--- config.mk ---
export PLATFORM = sky130hd
export DESIGN_NAME = sha256_id_issue
export DESIGN_NICKNAME = d
export VERILOG_FILES = /design/src/rtl/sha256_id_pkg.sv /design/src/rtl/sha256_id_issue_fifo.sv /design/src/rtl/sha256_id_issue.sv
export SDC_FILE = /design/constraint.sdc
export NUM_CORES = 1
export LEC_CHECK = 0
export CORE_AREA = 4 4 405 407
export DETAILED_ROUTE_END_ITERATION = 10
export DIE_AREA = 0 0 409 411
export PLACE_DENSITY_LB_ADDON = 0.3
export SLEW_MARGIN = 40
export SYNTH_ARGS = -nofsm -noshare
export SYNTH_HDL_FRONTEND = slang
export SYNTH_SLANG_ARGS = --single-unit
--- constraint.sdc ---
create_clock -name clk -period 5 [get_ports clk]
set_clock_uncertainty 0.15 [all_clocks]
set_input_delay 1 -clock clk [delete_from_list [all_inputs] [get_ports clk]]
set_output_delay 1 -clock clk [all_outputs]
set_load 0.01 [all_outputs]
--- src/rtl/sha256_id_pkg.sv ---
// Shared types for the SHA-2 ID interface: packet ID width and the per-block ID record.
// Latency: none (types and helpers only).
// Backpressure: not applicable.
package sha256_id_pkg;

    localparam int ID_W = 6;

    // One tag per message block: owning packet ID and whether it closes the packet.
    typedef struct packed {
        logic [ID_W-1:0] id;
        logic            last;
    } id_rec_t;

    localparam logic [ID_W-1:0] ID_ONE = {{(ID_W-1){1'b0}}, 1'b1};

    // Packet IDs wrap modulo 2^ID_W.
    function automatic logic [ID_W-1:0] id_next(input logic [ID_W-1:0] id);
        return id + ID_ONE;
    endfunction

endpackage

--- src/rtl/sha256_id_issue_fifo.sv ---
// Synchronous FIFO of ID records; pointers carry one extra wrap bit to tell full from empty.
// Latency: a pushed record is visible on o_pop_dat the cycle after the push.
// Backpressure: pushes while full and pops while empty are ignored; i_en low freezes everything.
module sha256_id_issue_fifo
    import sha256_id_pkg::*;
#(
    parameter int DEPTH = 4
) (
    input  logic    clk,
    input  logic    sync_rst,
    input  logic    i_en,
    input  logic    i_push,
    input  id_rec_t i_push_dat,
    input  logic    i_pop,
    output id_rec_t o_pop_dat,
    output logic    o_empty,
    output logic    o_full
);

    localparam int AW = $clog2(DEPTH);
    localparam logic [AW:0] PTR_ONE = {{AW{1'b0}}, 1'b1};

    id_rec_t       r_mem [DEPTH];
    logic [AW:0]   r_wptr;
    logic [AW:0]   r_rptr;
    logic          w_do_push;
    logic          w_do_pop;

    assign o_empty   = (r_wptr == r_rptr);
    assign o_full    = (r_wptr[AW] != r_rptr[AW]) && (r_wptr[AW-1:0] == r_rptr[AW-1:0]);
    assign w_do_push = i_en & i_push & ~o_full;
    assign w_do_pop  = i_en & i_pop & ~o_empty;

    // Head record reads zero while empty so the output never shows stale entries.
    assign o_pop_dat = o_empty ? '0 : r_mem[r_rptr[AW-1:0]];

    // Pointer update; reset discards every stored record at once.
    always_ff @(posedge clk) begin
        if (sync_rst) begin
            r_wptr <= '0;
            r_rptr <= '0;
        end else begin
            if (w_do_push) r_wptr <= r_wptr + PTR_ONE;
            if (w_do_pop)  r_rptr <= r_rptr + PTR_ONE;
        end
    end

    // Storage write; contents need no reset because empty masks the output.
    always_ff @(posedge clk) begin
        if (w_do_push) r_mem[r_wptr[AW-1:0]] <= i_push_dat;
    end

endmodule

--- src/rtl/sha256_id_issue.sv ---
// Passes message blocks through and queues one {packet ID, last} record per accepted block.
// Latency: data path combinational; ID record appears on id_out one cycle after acceptance.
// Backpressure: data_in_ready needs data_out_ready, en and a free record slot (full only, no pop look-ahead).
module sha256_id_issue
    import sha256_id_pkg::*;
#(
    parameter int              DATA_W     = 512,
    parameter int              FIFO_DEPTH = 4,
    parameter logic [ID_W-1:0] ID_START   = '0
) (
    input  logic              clk,
    input  logic              sync_rst,
    input  logic              en,
    input  logic [DATA_W-1:0] data_in,
    input  logic              data_in_last,
    input  logic              data_in_valid,
    output logic              data_in_ready,
    output logic [DATA_W-1:0] data_out,
    output logic              data_out_last,
    output logic              data_out_valid,
    input  logic              data_out_ready,
    output logic [ID_W-1:0]   id_out,
    output logic              id_out_last,
    output logic              id_out_valid,
    input  logic              id_out_ready,
    output logic [ID_W-1:0]   status_id
);

    logic            w_gate;
    logic            w_accept;
    logic            w_pop;
    logic            w_full;
    logic            w_empty;
    id_rec_t         w_push_rec;
    id_rec_t         w_head_rec;
    logic [ID_W-1:0] r_cur_id;
    logic [ID_W-1:0] r_status_id;

    // Gating uses full alone so id_out_ready never reaches data_in_ready combinationally.
    assign w_gate         = en & ~w_full;
    assign data_in_ready  = data_out_ready & w_gate;
    assign data_out_valid = data_in_valid & w_gate;
    assign data_out       = data_in;
    assign data_out_last  = data_in_last;
    assign w_accept       = data_in_valid & data_in_ready;

    assign w_push_rec.id   = r_cur_id;
    assign w_push_rec.last = data_in_last;

    assign id_out_valid = ~w_empty & en;
    assign w_pop        = id_out_valid & id_out_ready;
    assign id_out       = w_head_rec.id;
    assign id_out_last  = w_head_rec.last;
    assign status_id    = r_status_id;

    sha256_id_issue_fifo #(
        .DEPTH (FIFO_DEPTH)
    ) u_fifo (
        .clk        (clk),
        .sync_rst   (sync_rst),
        .i_en       (en),
        .i_push     (w_accept),
        .i_push_dat (w_push_rec),
        .i_pop      (w_pop),
        .o_pop_dat  (w_head_rec),
        .o_empty    (w_empty),
        .o_full     (w_full)
    );

    // Packet ID advances after the last block of a packet is accepted; status records the closed ID.
    always_ff @(posedge clk) begin
        if (sync_rst) begin
            r_cur_id    <= ID_START;
            r_status_id <= '0;
        end else if (w_accept && data_in_last) begin
            r_status_id <= r_cur_id;
            r_cur_id    <= id_next(r_cur_id);
        end
    end

endmodule

==> summary.txt <==
Logic synthesis
  • YS warnings: 0
  • Cell area after synthesis: 0.00587 sq mm
  • Post-Synthesis Cells: 661
  • Ys async rst share: 0%
  • Synth Net Count: 1186
  • Yosys cell types: 28
  • Leading area contributor after synthesis: buf_4
  • Synth Flop Type: edfxtp_1
  • Sequential area share after synthesis: 21.1%
  • Synth top area share: 65.7%
  • Top post-synthesis cells by area: buf_4 (66%), edfxtp_1 (14%), dfxtp_1 (6.8%)
  • Post-synth EDFFs: 28
  • Number of synthesized register bits: 48
  • Syn avg cell area: 8.88 sq um

Clocking
  • H-tree depth: 2
  • Worst-Skew Late Latency: 0.29 ns
  • # resized after CTS: 0
  • CTS Buffer Depth: 2
  • CTS Root Cell: clkbuf_16
  • CTS Sinks: 48
  • Clock-pin transition on the worst setup and hold timing paths: 0.06 ns
  • Clock buffers created by TritonCTS: 5
  • Postcts setup bufs: 0
  • TritonCTS clock tree: done
  • Cts hold-fix bufs: 0

Cells and area
  • Fin nets: 703
  • Final core occ: 3.19%
  • Share of layout cells above drive strength 1: 14.0%
  • Finished Cell Area: 0.00510 sq mm
  • Layout overhead on the synthesized area: -13.1%
  • N_diodes: 0
  • Final cell count without fillers: 2339

STA
  • Slew Viols, Final: 0
  • PnR worst setup slack: 1.31 ns
  • Hold slack: 0.347 ns
  • Final hold violations: 0
  • Setup_tns: 0 ns
  • RSZ-0062 raised after global routing: false
  • Max Fclk: 271 MHz
  • Tmin final: 3.69 ns
  • Slew HR: 68.5%
  • Worst Tran Pin Value: 0.469 ns
  • Fin crit share: 73.8%
  • Setup-failing EPs final: 0

Floorplanning
  • I/O pins: 1048
  • Core footprint: 0.160 sq mm
  • Initial core utilization: 3.66%
  • Site row count: 147
  • Die footprint: 0.168 sq mm
  • Die Ht: 411 um
  • Die X: 409 um

Critical path
  • Worst Setup SP: en
  • Worst Setup Path Type: input pin to primary output
  • Crit path DAT: 2.54 ns
  • Reg-to-Reg Start: u_fifo.r_wptr[0]
  • Register-to-Register Setup Slack: 2.90 ns
  • Crit path max fanout: 7
  • CP peak stage delay: 0.59 ns
  • CP required: 3.85 ns
  • Setup crit end kind: primary output
  • CP cell instances: clkdlybuf4s50_1 > nand2_1 > nor2_1 > buf_4 > clkdlybuf4s50_1
  • Reg-to-Reg End: u_fifo.r_mem[3][1]
  • Critical path's slowest cell: clkdlybuf4s50_1
  • Reg2Reg Depth: 3
  • Most frequent CP cell: clkdlybuf4s50_1
  • Crit path launch type: input pin

Power and ir drop
  • Leakage: 0.847 nW
  • Power, Total: 0.799 mW
  • PwrDens: 157 mW/mm^2
  • Worst vdd ir: 0.000105 V

Place
  • Routability congestion estimate: 0.934
  • Pre-CTS setup slack: 1.26 ns
  • DP Area: 0.00497 sq mm
  • Post-DP HPWL: 77300 um
  • Number of port buffers: 23
  • Placed instance count: 2331

Route
  • Drt total wl: 80300 um
  • Vias: 2258
  • Vias/cell: 0.965
  • DR WL/cell: 34.3 um
  • DRC viols: 0
  • Pre-antenna DRT Iters: 4
  • Final ANT Viol Nets: 0
  • DRT iter0 DRCs: 132

Global route
  • Largest net degree at the start of global routing: 25
  • First-pass GRT wire length: 85400 um
  • Vias in the first global route: 2360
  • Initial antenna violation count: 2
  • GRT Util Overall: 9.08%
  • Gr ovfl total: 0

Outcome
  • Outcome: finished, final reports clean

Job
  • MaxCap Viol Count: 0

Min path
  • WHS Endpoint: status_id[0]
  • Worst Min Path Start: status_id[0]
  • Hold path depth: 2
  • Worst min path class: register to register
worst max path at each step:
stage               slack, ns             to  depth (start not counted)
floorplan                2.60      id_out[0]                          4
global placement         1.23  data_in_ready                          5
detailed placement       1.26  data_in_ready                          5
CTS                      1.25  data_in_ready                          5
global route             1.21  data_in_ready                          5
finish                   1.31  data_in_ready                          5
report_power, final:
| part | switching, mW | internal (mW) | total [mW] |
|---|---|---|---|
| logic | 0.0319 | 0.0264 | 0.0583 |
| clock network | 0.135 | 0.184 | 0.319 |
| registers | 0.00286 | 0.419 | 0.422 |
critical path, delay by kind of cell:
family	cells	cell delay, ns
buffers and inverters	3	1.33
AND/OR/NAND/NOR	2	0.19
flip-flops by register name, indices dropped and copies added (netlist names), named ones only:
register / cells
u_fifo.r_wptr: 3
r_cur_id: 6
status_id: 6
u_fifo.r_rptr: 3
u_fifo.r_mem: 28
cells in the final DEF, fill, tap and decap left out, drive strengths merged, types with 2 or more instances in the layout:
cell type | Yosys | final
dfxtp | 20 | 20
mux2 | 4 | 4
and2 | 4 | 4
clkbuf | 4 | 7
edfxtp | 28 | 28
inv | 2 | 2
mux4 | 7 | 7
clkdlybuf4s50 | 0 | 22
nand2 | 4 | 4
nand4 | 2 | 2
buf | 515 | 7
and3 | 2 | 2
mux2i | 9 | 9
xnor2 | 7 | 7
nor2 | 21 | 21
nand3 | 5 | 5
ha | 6 | 6
a31oi | 4 | 4
nor2b | 12 | 12
synthesized netlist by cell type (2+ instances only):
library cell,instances
buf_4,514
edfxtp_1,28
nor2_1,21
dfxtp_1,20
nor2b_1,12
mux2i_1,9
mux4_2,7
xnor2_1,7
ha_1,6
nand3_1,5
and2_1,4
nand2_1,4
a31oi_1,3
clkbuf_1,3
inv_1,2
mux2_1,2
mux2_2,2
nand4_1,2
cell type report:
cell class,count,area [sq um]
Fill cell,19100,155000
Tap cell,2160,2700
Sequential cell,48,1240
Multi-Input combinational cell,92,744
Timing Repair Buffer,29,270
Clock buffer,7,133
Inverter,2,7.51
Clock inverter,1,3.75
routing by layer:
layer | wire, um | vias up | GRT usage [%]
met3 | 32100 | 136 | 17.2
li1 | - | 586 | -
met5 | 246 | - | 0.977
met1 | 5070 | 757 | 1.58
met4 | 2460 | 6 | 2.61
met2 | 40400 | 773 | 16.2
cell families after synthesis:
kind of cell | Yosys count | synth area share (%)
DFF | 48 | 21.1
and+or+nand+nor | 53 | 4.56
buffers and inverters | 521 | 66.2
xor gates and xnor gates | 8 | 1.19
muxes | 20 | 4.99
AOI/OAI and AO/OA | 5 | 0.618
adders and majority gates | 6 | 1.28
Power figures use the tool's default switching activity.
